<file path="src/rtl/zl_ts_packet_mux_if.sv">
// ---------------------------------------------------------------------------
// zl_ts_packet_mux_if
// Byte-stream bundle for the TS packet multiplexer: two byte-wide req/ack
// sources and one req/ack output stream with a start-of-packet marker.
//
// Signals:
//   src0_req / src0_ack / src0_data[7:0]   source 0 byte handshake
//   src1_req / src1_ack / src1_data[7:0]   source 1 byte handshake
//   data_out_req / data_out_ack / data_out[7:0] / data_out_sop
//                                          multiplexed output stream
//
// Modports:
//   master  the environment: drives source bytes and the downstream ack
//   slave   the multiplexer: drives source acks and the output stream
// ---------------------------------------------------------------------------
interface zl_ts_packet_mux_if;
  logic       src0_req;
  logic       src0_ack;
  logic [7:0] src0_data;
  logic       src1_req;
  logic       src1_ack;
  logic [7:0] src1_data;
  logic       data_out_req;
  logic       data_out_ack;
  logic [7:0] data_out;
  logic       data_out_sop;

  modport master (
    output src0_req, src0_data, src1_req, src1_data, data_out_ack,
    input  src0_ack, src1_ack, data_out_req, data_out, data_out_sop
  );

  modport slave (
    input  src0_req, src0_data, src1_req, src1_data, data_out_ack,
    output src0_ack, src1_ack, data_out_req, data_out, data_out_sop
  );
endinterface

</file>
<file path="src/rtl/zl_ts_packet_mux.sv">
// ---------------------------------------------------------------------------
// zl_ts_packet_mux
// Schedules whole MPEG-TS packets from two byte-wide sources onto a single
// req/ack output stream. While idle, each source is hunted for alignment:
// non-sync bytes are acked and discarded, a sync byte makes the source a
// candidate. Ties between candidates are broken round-robin. Once granted,
// a packet is forwarded in full with no further sync checking.
//
// Optional feature (compile-time macro ZL_TS_NULL_INSERT_EN):
//   when defined, idle output slots with downstream ready are filled with
//   complete null packets (PID 0x1FFF) so the output never starves.
//
// Parameters:
//   Packet_len  bytes per TS packet (byte counter is 8 bits wide)
//   Sync_byte   TS sync byte
//
// Ports:
//   clk    rising-edge clock
//   rst_n  synchronous active-low reset
//   bus    zl_ts_packet_mux_if.slave (source handshakes + output stream)
// ---------------------------------------------------------------------------
module zl_ts_packet_mux #(
  parameter int         Packet_len = 188,
  parameter logic [7:0] Sync_byte  = 8'h47
) (
  input  logic               clk,
  input  logic               rst_n,
  zl_ts_packet_mux_if.slave  bus
);

  localparam logic [7:0] LastIdx = 8'(Packet_len - 1);

  typedef enum logic [1:0] {
    S_idle = 2'd0,
    S_src  = 2'd1,
    S_null = 2'd2
  } state_t;

  state_t     state_reg;
  logic       grant_reg;
  logic       rr_ptr_reg;
  logic [7:0] byte_count_reg;

  // Sources gathered into arrays so per-source logic can be generated.
  logic [1:0] src_req;
  logic [7:0] src_data [2];
  logic [1:0] cand;
  logic [1:0] hunt_ack;

  assign src_req     = {bus.src1_req, bus.src0_req};
  assign src_data[0] = bus.src0_data;
  assign src_data[1] = bus.src1_data;

  genvar gi;
  generate
    for (gi = 0; gi < 2; gi++) begin : g_src
      // A source presenting a sync byte is packet-aligned; anything else
      // offered while idle is swallowed to advance the alignment hunt.
      assign cand[gi]     = src_req[gi] && (src_data[gi] == Sync_byte);
      assign hunt_ack[gi] = src_req[gi] && (src_data[gi] != Sync_byte);
    end
  endgenerate

  logic       sel_req;
  logic [7:0] sel_data;
  logic       src_xfer;
  logic       last_byte;

  assign sel_req   = src_req[grant_reg];
  assign sel_data  = src_data[grant_reg];
  assign src_xfer  = (state_reg == S_src) && sel_req && bus.data_out_ack;
  assign last_byte = (byte_count_reg == LastIdx);

`ifdef ZL_TS_NULL_INSERT_EN
  // Null packet header: sync, PID 0x1FFF, payload-only with CC=0,
  // then stuffing bytes.
  function automatic logic [7:0] null_byte(input logic [7:0] idx);
    logic [7:0] b;
    case (idx)
      8'd0:    b = Sync_byte;
      8'd1:    b = 8'h1F;
      8'd2:    b = 8'hFF;
      8'd3:    b = 8'h10;
      default: b = 8'hFF;
    endcase
    return b;
  endfunction
`endif

  // Output path is combinational from the source so a byte can be passed
  // through in the same cycle it is offered.
  logic [1:0] src_ack;
  logic       out_req;
  logic [7:0] out_data;
  logic       out_sop;

  always_comb begin
    src_ack  = 2'b00;
    out_req  = 1'b0;
    out_data = 8'h00;
    out_sop  = 1'b0;
    case (state_reg)
      S_idle: begin
        src_ack = hunt_ack;
      end
      S_src: begin
        out_req            = sel_req;
        out_data           = sel_data;
        out_sop            = (byte_count_reg == 8'd0) && sel_req;
        src_ack[grant_reg] = sel_req && bus.data_out_ack;
      end
`ifdef ZL_TS_NULL_INSERT_EN
      S_null: begin
        out_req  = 1'b1;
        out_data = null_byte(byte_count_reg);
        out_sop  = (byte_count_reg == 8'd0);
      end
`endif
      default: begin
        src_ack = 2'b00;
      end
    endcase
  end

  assign bus.src0_ack     = src_ack[0];
  assign bus.src1_ack     = src_ack[1];
  assign bus.data_out_req = out_req;
  assign bus.data_out     = out_data;
  assign bus.data_out_sop = out_sop;

  always_ff @(posedge clk) begin
    if (!rst_n) begin
      state_reg      <= S_idle;
      grant_reg      <= 1'b0;
      rr_ptr_reg     <= 1'b0;
      byte_count_reg <= 8'd0;
    end else begin
      case (state_reg)
        S_idle: begin
          byte_count_reg <= 8'd0;
          if (|cand) begin
            state_reg <= S_src;
            // Tie goes to the round-robin pointer, otherwise the lone
            // candidate (cand[1] is 1 exactly when only source 1 qualifies).
            grant_reg <= (&cand) ? rr_ptr_reg : cand[1];
          end
`ifdef ZL_TS_NULL_INSERT_EN
          else if (bus.data_out_ack) begin
            state_reg <= S_null;
          end
`endif
        end
        S_src: begin
          if (src_xfer) begin
            if (last_byte) begin
              state_reg      <= S_idle;
              rr_ptr_reg     <= ~grant_reg;
              byte_count_reg <= 8'd0;
            end else begin
              byte_count_reg <= byte_count_reg + 8'd1;
            end
          end
        end
`ifdef ZL_TS_NULL_INSERT_EN
        S_null: begin
          // A started null packet always runs to completion.
          if (bus.data_out_ack) begin
            if (last_byte) begin
              state_reg      <= S_idle;
              byte_count_reg <= 8'd0;
            end else begin
              byte_count_reg <= byte_count_reg + 8'd1;
            end
          end
        end
`endif
        default: begin
          state_reg      <= S_idle;
          byte_count_reg <= 8'd0;
        end
      endcase
    end
  end

endmodule

</file>
<file path="src/flat_wrapper.sv">
// flat-port wrapper written by rule: the top's interface ports become plain ports
module zl_ts_packet_mux_flat 
#(
  parameter int         Packet_len = 188,
  parameter logic [7:0] Sync_byte  = 8'h47
)
  (clk, rst_n, bus_src0_req, bus_src0_data, bus_src1_req, bus_src1_data, bus_data_out_ack, bus_src0_ack, bus_src1_ack, bus_data_out_req, bus_data_out, bus_data_out_sop);
  zl_ts_packet_mux_if bus_i ();
  input  logic clk;
  input  logic rst_n;
  input wire logic [$bits(bus_i.src0_req)-1:0] bus_src0_req;
  input wire logic [$bits(bus_i.src0_data)-1:0] bus_src0_data;
  input wire logic [$bits(bus_i.src1_req)-1:0] bus_src1_req;
  input wire logic [$bits(bus_i.src1_data)-1:0] bus_src1_data;
  input wire logic [$bits(bus_i.data_out_ack)-1:0] bus_data_out_ack;
  output wire logic [$bits(bus_i.src0_ack)-1:0] bus_src0_ack;
  output wire logic [$bits(bus_i.src1_ack)-1:0] bus_src1_ack;
  output wire logic [$bits(bus_i.data_out_req)-1:0] bus_data_out_req;
  output wire logic [$bits(bus_i.data_out)-1:0] bus_data_out;
  output wire logic [$bits(bus_i.data_out_sop)-1:0] bus_data_out_sop;
  assign bus_i.src0_req = bus_src0_req;
  assign bus_i.src0_data = bus_src0_data;
  assign bus_i.src1_req = bus_src1_req;
  assign bus_i.src1_data = bus_src1_data;
  assign bus_i.data_out_ack = bus_data_out_ack;
  assign bus_src0_ack = bus_i.src0_ack;
  assign bus_src1_ack = bus_i.src1_ack;
  assign bus_data_out_req = bus_i.data_out_req;
  assign bus_data_out = bus_i.data_out;
  assign bus_data_out_sop = bus_i.data_out_sop;
  zl_ts_packet_mux #(.Packet_len(Packet_len), .Sync_byte(Sync_byte)) u_core (.clk(clk), .rst_n(rst_n), .bus(bus_i));
endmodule
</file>
<file path="config.mk">
export PLATFORM = sky130hd
export DESIGN_NAME = zl_ts_packet_mux_flat
export DESIGN_NICKNAME = d
export VERILOG_FILES = /design/src/rtl/zl_ts_packet_mux_if.sv /design/src/rtl/zl_ts_packet_mux.sv /design/src/flat_wrapper.sv
export SDC_FILE = /design/constraint.sdc
export NUM_CORES = 1
export LEC_CHECK = 0
export BUFFER_PORTS_ARGS = -buffer_cell sky130_fd_sc_hd__buf_2
export CAP_MARGIN = 20
export CORE_AREA = 2 2 47 49
export DETAILED_ROUTE_END_ITERATION = 16
export DIE_AREA = 0 0 49 51
export GPL_TIMING_DRIVEN = 1
export PLACE_DENSITY = 0.71
export SYNTH_ARGS = -nofsm -noshare
export SYNTH_HDL_FRONTEND = slang
export SYNTH_SLANG_ARGS = --single-unit
</file>
<file path="constraint.sdc">
create_clock -name clk -period 1.38 [get_ports clk]
set_input_delay 0.069 -clock clk [delete_from_list [all_inputs] [get_ports clk]]
set_output_delay 0.069 -clock clk [all_outputs]
set_load 0.02 [all_outputs]
</file>
==> impl_metrics.env, run 1 <==
export IMPL_clkSlewWorstSetupHoldPaths_ps=70
export IMPL_globalRouteTotalUtil=0.1902
export IMPL_worstHoldPathCells=3
export IMPL_finalSetupTns_ps=-422.1
export IMPL_numPlacedInstances=175
export IMPL_tritoncts="yes"
export IMPL_cp_start_kind="flop"
export IMPL_p_leak_nw=0.5234
export IMPL_die_h_um=51
export IMPL_grt_overflow=0
export IMPL_clock_skew_ps=0.4498
export IMPL_setup_violations_final=5
export IMPL_dr_pass1_iters=4
export IMPL_worst_slew_pin_slew_ps=463.9
export IMPL_largest_register_ffs=8
export IMPL_cap_violations=0
export IMPL_vias=927
export IMPL_finalWirelength_mm=2.317
export IMPL_std_cell_rows=17
export IMPL_max_clock_path_buffers=2
export IMPL_fillerInstances=178
export IMPL_max_clock_freq_mhz=651.8
export IMPL_final_cells=182
export IMPL_critPathCaptureType="flop"
export IMPL_grt_first_pass_wirelength_mm=3.705
export IMPL_rsz0062_at_grt="yes"
export IMPL_syn_nets=125
export IMPL_worst_setup_path_type="flop to flop"
export IMPL_max_slew_margin=0.6879
export IMPL_grt_pass1_vias=924
export IMPL_status="finished, violations left"
export IMPL_vdd_ir_drop_max_v=0.0005159
export IMPL_cts_root_buf="clkbuf_4"
export IMPL_yosys_warnings=0
export IMPL_reg2reg_slack_ps=-150
export IMPL_syn_area_sq_um=792.0
export IMPL_fin_ws_ps=-154.2
export IMPL_clock_latency_ps=270
export IMPL_cp_max_fo=4
export IMPL_gp_congestion=0.8277
export IMPL_dp_hpwl_mm=1.683
export IMPL_dieWidth_um=49
export IMPL_io_pins=33
export IMPL_syn_to_final_growth_pct=59.08
export IMPL_ys_seq_area_frac=0.2780
export IMPL_violations="setup timing"
export IMPL_final_nets=178
export IMPL_min_to="u_core.state_reg[0]$_SDFFE_PN0P_"
export IMPL_initial_core_util=0.3839
export IMPL_drv_slew=0
export IMPL_drtIter0Drc=14
export IMPL_finalCritPeriodShare=1.112
export IMPL_finalHoldViolCount=0
export IMPL_power_w=0.0006271
export IMPL_numCtsBuffers=3
export IMPL_worstPathArrival_ps=1740
export IMPL_fin_util=0.6107
export IMPL_final_antenna_net_count=0
export IMPL_r2r_start="u_core.grant_reg$_SDFFE_PN0P_"
export IMPL_drive_gt1_frac=0.4935
export IMPL_required_ps=1580
export IMPL_drc=0
export IMPL_antenna_cells=0
export IMPL_wl_per_cell_um=12.73
export IMPL_hold_path_class="input port to flop"
export IMPL_period_needed_ps=1534
export IMPL_hp_start="rst_n"
export IMPL_core_region_area_sq_mm=0.002063
export IMPL_via_per_inst=5.093
export IMPL_die_area_sq_mm=0.002499
export IMPL_whs_ps=123.1
export IMPL_htreeDepth=1
export IMPL_grt_max_degree=15
export IMPL_yosys_register_bits=11
export IMPL_port_buffers=32
export IMPL_power_density_mw_per_mm2=497.7
export IMPL_syn_avg_cell_area_sq_um=7.765
export IMPL_antenna_found_initial=0
export IMPL_postSynthCellCount=102
export IMPL_clock_sinks=11
export IMPL_synthDistinctLibCells=29
export IMPL_r2r_cells=5
export IMPL_regToRegEndpoint="u_core.byte_count_reg[5]$_SDFFE_PN0P_"
cells in the final DEF, fill, tap and decap left out, types with 2 or more instances in the layout:
master	Yosys	final
xnor2_1	4	4
buf_6	0	2
o211ai_4	0	2
dfxtp_1	11	6
inv_1	3	3
nand2_1	8	7
nand4b_1	2	2
clkbuf_4	0	3
buf_2	0	31
a21oi_1	4	3
nor3_1	3	3
or3_4	0	2
and2_1	3	3
buf_4	0	16
or2_2	2	2
nor2_1	8	8
mux2i_1	9	8
or3_1	4	2
nor4_1	4	2
nand2b_1	4	4
o21ai_0	7	7
nand3_1	3	2
dfxtp_2	0	5
nor2b_1	9	8
layer usage:
layer | wire length [um] | up-vias | global-route usage
li1 | - | 468 | -
met1 | 996 | 419 | 0.2122
met2 | 1163 | 34 | 0.3516
met3 | 115 | 6 | 0.02047
met4 | 41 | 0 | 0.1095
met5 | 0 | - | 0
synthesized netlist by cell type (all sizes together):
library cell,n,area share
dfxtp,11,0.28
mux2i,9,0.11
nor2b,9,0.071
nand2,8,0.038
nor2,8,0.038
o21ai,7,0.044
a21oi,4,0.025
nand2b,4,0.032
nor4,4,0.032
or3,4,0.032
xnor2,4,0.044
and2,3,0.024
inv,3,0.014
nand3,3,0.019
nor3,3,0.019
or2,3,0.024
clkbuf,2,0.0095
ha,2,0.032
nand4b,2,0.022
and4,1,0.011
buf,1,0.0047
nand3b,1,0.0095
nand4,1,0.0079
nor4b,1,0.011
o211ai,1,0.016
o31ai,1,0.0095
or4,1,0.0095
xor2,1,0.011
cell type report:
class                   instances  area [sq um]  share of cell area
repair buffers                 50         312.8              0.2483
clock buffers                   4         26.28             0.02085
well taps                      28         35.03             0.02781
multi-input cells              86         648.1              0.5144
inverters                       3         11.26            0.008937
flip-flops and latches         11         226.5              0.1797
timing repair:
item                       4_1_cts  5_1_grt
buffers inserted                 1        1
hold buffers                     0        0
resized for setup                3       17
gates cloned                     1        0
pin swaps                        3        6
hold endpoints to repair         0        0
setup endpoints to repair       14       19
cell families after synthesis:
logic type	Yosys count	synth area share
buffers and inverters	6	0.02843
xor gates and xnor gates	5	0.05529
DFF	11	0.2780
muxes	9	0.1137
and+or+nand+nor	56	0.3981
adders and majority gates	2	0.03159
AOI/OAI and AO/OA	13	0.09478
power by group:
part,switching [W],internal (W)
clock network,0.000110,0.000112
registers,0.000000343,0.000317
logic,0.0000436,0.0000436
worst max-delay path, stage by stage, from the launching register on:
cell     delay (ps)
dfxtp_2         330
mux2i_2         150
buf_4           140
or3_4           340
or3_1           360
a21oi_1         140
through the flow:
| stage | instance area (sq um) | setup WS, ps |
|---|---|---|
| floorplan | 829.5 | -4.432 |
| global placement | 1124 | -29.61 |
| detailed placement | 1124 | -32.46 |
| CTS | 1179 | -115.7 |
| global route | 1260 | -177.5 |
| finish | 1260 | -154.2 |
worst max path at each step:
stage	end	from	cells after the start	slack (ps)
after global routing	u_core.byte_count_reg[5]$_SDFFE_PN0P_	u_core.grant_reg$_SDFFE_PN0P_	5	-180
after CTS	u_core.byte_count_reg[7]$_SDFFE_PN0P_	u_core.grant_reg$_SDFFE_PN0P_	5	-120
after detailed placement	u_core.byte_count_reg[5]$_SDFFE_PN0P_	u_core.state_reg[0]$_SDFFE_PN0P_	4	-30
after floorplan	u_core.byte_count_reg[5]$_SDFFE_PN0P_	u_core.state_reg[0]$_SDFFE_PN0P_	5	-4
final	u_core.byte_count_reg[5]$_SDFFE_PN0P_	u_core.grant_reg$_SDFFE_PN0P_	5	-150
after global placement	u_core.byte_count_reg[4]$_SDFFE_PN0P_	u_core.byte_count_reg[0]$_SDFFE_PN0P_	5	-30
Power figures use the tool's default switching activity.
==> run 2: changes to the inputs <==
--- a/config.mk
+++ b/config.mk
@@ -5,11 +5,12 @@
 export SDC_FILE = /design/constraint.sdc
 export NUM_CORES = 1
 export LEC_CHECK = 0
+export ABC_AREA = 1
 export BUFFER_PORTS_ARGS = -buffer_cell sky130_fd_sc_hd__buf_2
 export CAP_MARGIN = 20
-export CORE_AREA = 2 2 47 49
+export CORE_AREA = 2 2 49 51
 export DETAILED_ROUTE_END_ITERATION = 16
-export DIE_AREA = 0 0 49 51
+export DIE_AREA = 0 0 51 53
 export GPL_TIMING_DRIVEN = 1
 export PLACE_DENSITY = 0.71
 export SYNTH_ARGS = -nofsm -noshare
==> run 2 against run 1 <==
Net effect:
- the flow now finishes without violations
- hold slack lost 96 ps
- combinational power shrank 9.7%
- sequential share of layout area grew 1.4 points
- via count grew 11%
- sequential power shrank 1%
- flip-flop and latch count is the same
- global-route usage shrank 0.29 points
- worst setup slack gained 230 ps
- synthesized area grew 12%
- clock power is essentially flat
- non-clock buffer count shrank 12
- routed wire length shrank 5.2%
==> impl_metrics.env, run 2 <==
export IMPL_largest_register_ffs=8
export IMPL_max_stage_delay_ps=380
export IMPL_globalRouteTotalUtil=0.1873
export IMPL_initial_core_util=0.4123
export IMPL_yosysTopAreaCellShare=0.2486
export IMPL_htreeDepth=1
export IMPL_drv_slew=0
export IMPL_synthSimpleGateAreaFrac=0.4379
export IMPL_port_buffers=32
export IMPL_core_region_area_sq_mm=0.002148
export IMPL_dpl_cell_area_sq_mm=0.001096
export IMPL_finalWirelength_mm=2.196
export IMPL_dp_hpwl_mm=1.704
export IMPL_cts_root_buf="clkbuf_4"
export IMPL_syn_area_sq_um=885.9
export IMPL_status="finished clean"
export IMPL_post_synth_most_frequent_cells="nand2_1, inv_1, nor2_1"
export IMPL_synthDistinctLibCells=21
export IMPL_crit_chain="inv_6 -> nand2_4 -> nand2_4 -> nand2_1 -> nor3_2 -> buf_4"
export IMPL_numPlacedInstances=206
export IMPL_hold_path_class="input port to flop"
export IMPL_clock_skew_ps=1.790
export IMPL_antenna_cells=0
export IMPL_syn_nets=168
export IMPL_final_nets=209
export IMPL_synth_most_common_cell="nand2_1"
export IMPL_std_cell_rows=17
export IMPL_required_ps=1310
export IMPL_synthMuxAreaShare=0
export IMPL_numCtsBuffers=3
export IMPL_max_slew_margin=0.8596
export IMPL_critPathBufInv=2
export IMPL_grt_max_degree=13
export IMPL_tritoncts="yes"
export IMPL_synth_async_reset_ratio=0
export IMPL_clkSlewWorstSetupHoldPaths_ps=70
export IMPL_finalHoldViolCount=0
export IMPL_max_clock_freq_mhz=764.3
export IMPL_power_density_mw_per_mm2=520.9
export IMPL_synthFlopType="dfxtp_1"
export IMPL_p_leak_nw=0.6229
export IMPL_max_clock_path_buffers=2
export IMPL_reg2reg_slack_ps=100
export IMPL_critPathCaptureType="output port"
export IMPL_worst_slew_pin_slew_ps=209.0
export IMPL_cp_max_fo=6
export IMPL_final_cell_mix="nand2_1, buf_2, inv_1, nor2_1, o21ai_0"
export IMPL_synth_compound_area_share=0.1540
export IMPL_die_area_sq_mm=0.002703
export IMPL_fin_area_sq_mm=0.001181
export IMPL_clock_latency_ps=270
export IMPL_postSynthCellCount=145
export IMPL_yosys_register_bits=11
export IMPL_vdd_ir_drop_max_v=0.0004052
export IMPL_gp_congestion=0.8510
export IMPL_drtIter0Drc=23
export IMPL_yosys_warnings=0
export IMPL_final_antenna_net_count=0
export IMPL_synth_edf_count=0
export IMPL_vias=1026
export IMPL_worst_setup_path_type="flop to output port"
export IMPL_synth_top_area_cell="dfxtp_1"
export IMPL_synth_fa_ha_area_frac=0.02825
export IMPL_grt_pass1_vias=974
export IMPL_pre_cts_ws_ps=39.04
export IMPL_drive_gt1_frac=0.3351
export IMPL_io_pins=33
export IMPL_fin_ws_ps=71.56
export IMPL_worstPathArrival_ps=1240
export IMPL_via_per_inst=4.817
export IMPL_fillerInstances=214
export IMPL_clock_sinks=11
export IMPL_dieWidth_um=51
export IMPL_antenna_found_initial=0
export IMPL_finalCritPeriodShare=0.9481
export IMPL_ys_seq_area_frac=0.2486
export IMPL_crit_family="flip-flops"
export IMPL_syn_avg_cell_area_sq_um=6.109
export IMPL_period_needed_ps=1308
export IMPL_setup_violations_final=0
export IMPL_grt_first_pass_wirelength_mm=3.781
export IMPL_wl_per_cell_um=10.31
export IMPL_synth_top_family_by_area="simple AND/OR/NAND/NOR gates"
export IMPL_layout_commonest_cell="nand2_1"
export IMPL_syn_to_final_growth_pct=33.33
export IMPL_cap_violations=0
export IMPL_crit_top_cell="nand2_4"
export IMPL_cp_start_kind="flop"
export IMPL_rsz0062_at_grt="yes"
export IMPL_yosys_top_cells_area="dfxtp_1, nand2_1, inv_1"
export IMPL_final_cells=213
export IMPL_die_h_um=53
export IMPL_drc=0
export IMPL_dr_pass1_iters=4
export IMPL_grt_overflow=0
export IMPL_synthXorXnorAreaFrac=0
export IMPL_slowest_stage="dfxtp_4"
[run 2: layout make-up]
class / instances / area, sq um / area share
clock buffer: 4 / 26.28 / 0.02225
timing repair buffer: 38 / 212.7 / 0.1801
sequential: 11 / 229.0 / 0.1939
multi-input combinational: 103 / 564.3 / 0.4778
inverter: 29 / 113.9 / 0.09640
tap: 28 / 35.03 / 0.02966
[run 2: report_power, final]
| group | total (W) | internal (W) | switching (W) |
|---|---|---|---|
| clock network | 0.000223 | 0.000112 | 0.000111 |
| registers | 0.000314 | 0.000313 | 0.000000228 |
| logic | 0.0000787 | 0.0000362 | 0.0000426 |
| total | 0.000615 | 0.000462 | 0.000154 |
[run 2: cells by family after synthesis]
family	count (synthesis)
DFF	11
buffers and inverters	31
and+or+nand+nor	76
adders and majority gates	2
AOI/OAI and AO/OA	25
[run 2: per-stage QoR]
step / utilization / setup TNS [ps] / hold slack [ps] / power, W
floorplan: - / 0 / 172.1 / 0.0003572
global placement: 0.5102 / 0 / 321.2 / 0.0003972
detailed placement: 0.5102 / 0 / 323.9 / 0.0003993
CTS: 0.5323 / 0 / 25.02 / 0.0006244
global route: 0.5498 / -25.63 / 48.53 / 0.0006463
finish: 0.5498 / 0 / 27.21 / 0.0006153
[run 2: repair_timing]
| item | CTS | global route |
|---|---|---|
| pin swaps | 1 | 2 |
| setup buffers | 2 | 1 |
| hold endpoints to repair | 0 | 0 |
| endpoints found under the setup margin | 6 | 13 |
| gates resized for setup | 3 | 12 |
| hold buffers | 0 | 0 |
[run 2: worst paths after layout]
path,from,endpoint,depth (start not counted)
hold / removal,rst_n,u_core.grant_reg$_SDFFE_PN0P_,3
setup reg to reg,u_core.byte_count_reg[0]$_SDFFE_PN0P_,u_core.byte_count_reg[2]$_SDFFE_PN0P_,7
hold reg to reg,u_core.byte_count_reg[5]$_SDFFE_PN0P_,u_core.byte_count_reg[5]$_SDFFE_PN0P_,2
setup / recovery,u_core.grant_reg$_SDFFE_PN0P_,bus_data_out_sop,6
[run 2: worst register-to-register path: cells and delay by family (launching register included)]
kind | cells | cell delay (ps)
simple gates | 6 | 610
flops | 1 | 370
fa+ha+maj | 1 | 190
[run 2: metal layers]
layer,vias to the layer above,wire length [um],track usage
met5,-,0,0
met4,0,42,0.1126
met3,6,119,0.02825
met2,25,1094,0.3268
met1,463,940,0.2150
li1,532,-,-
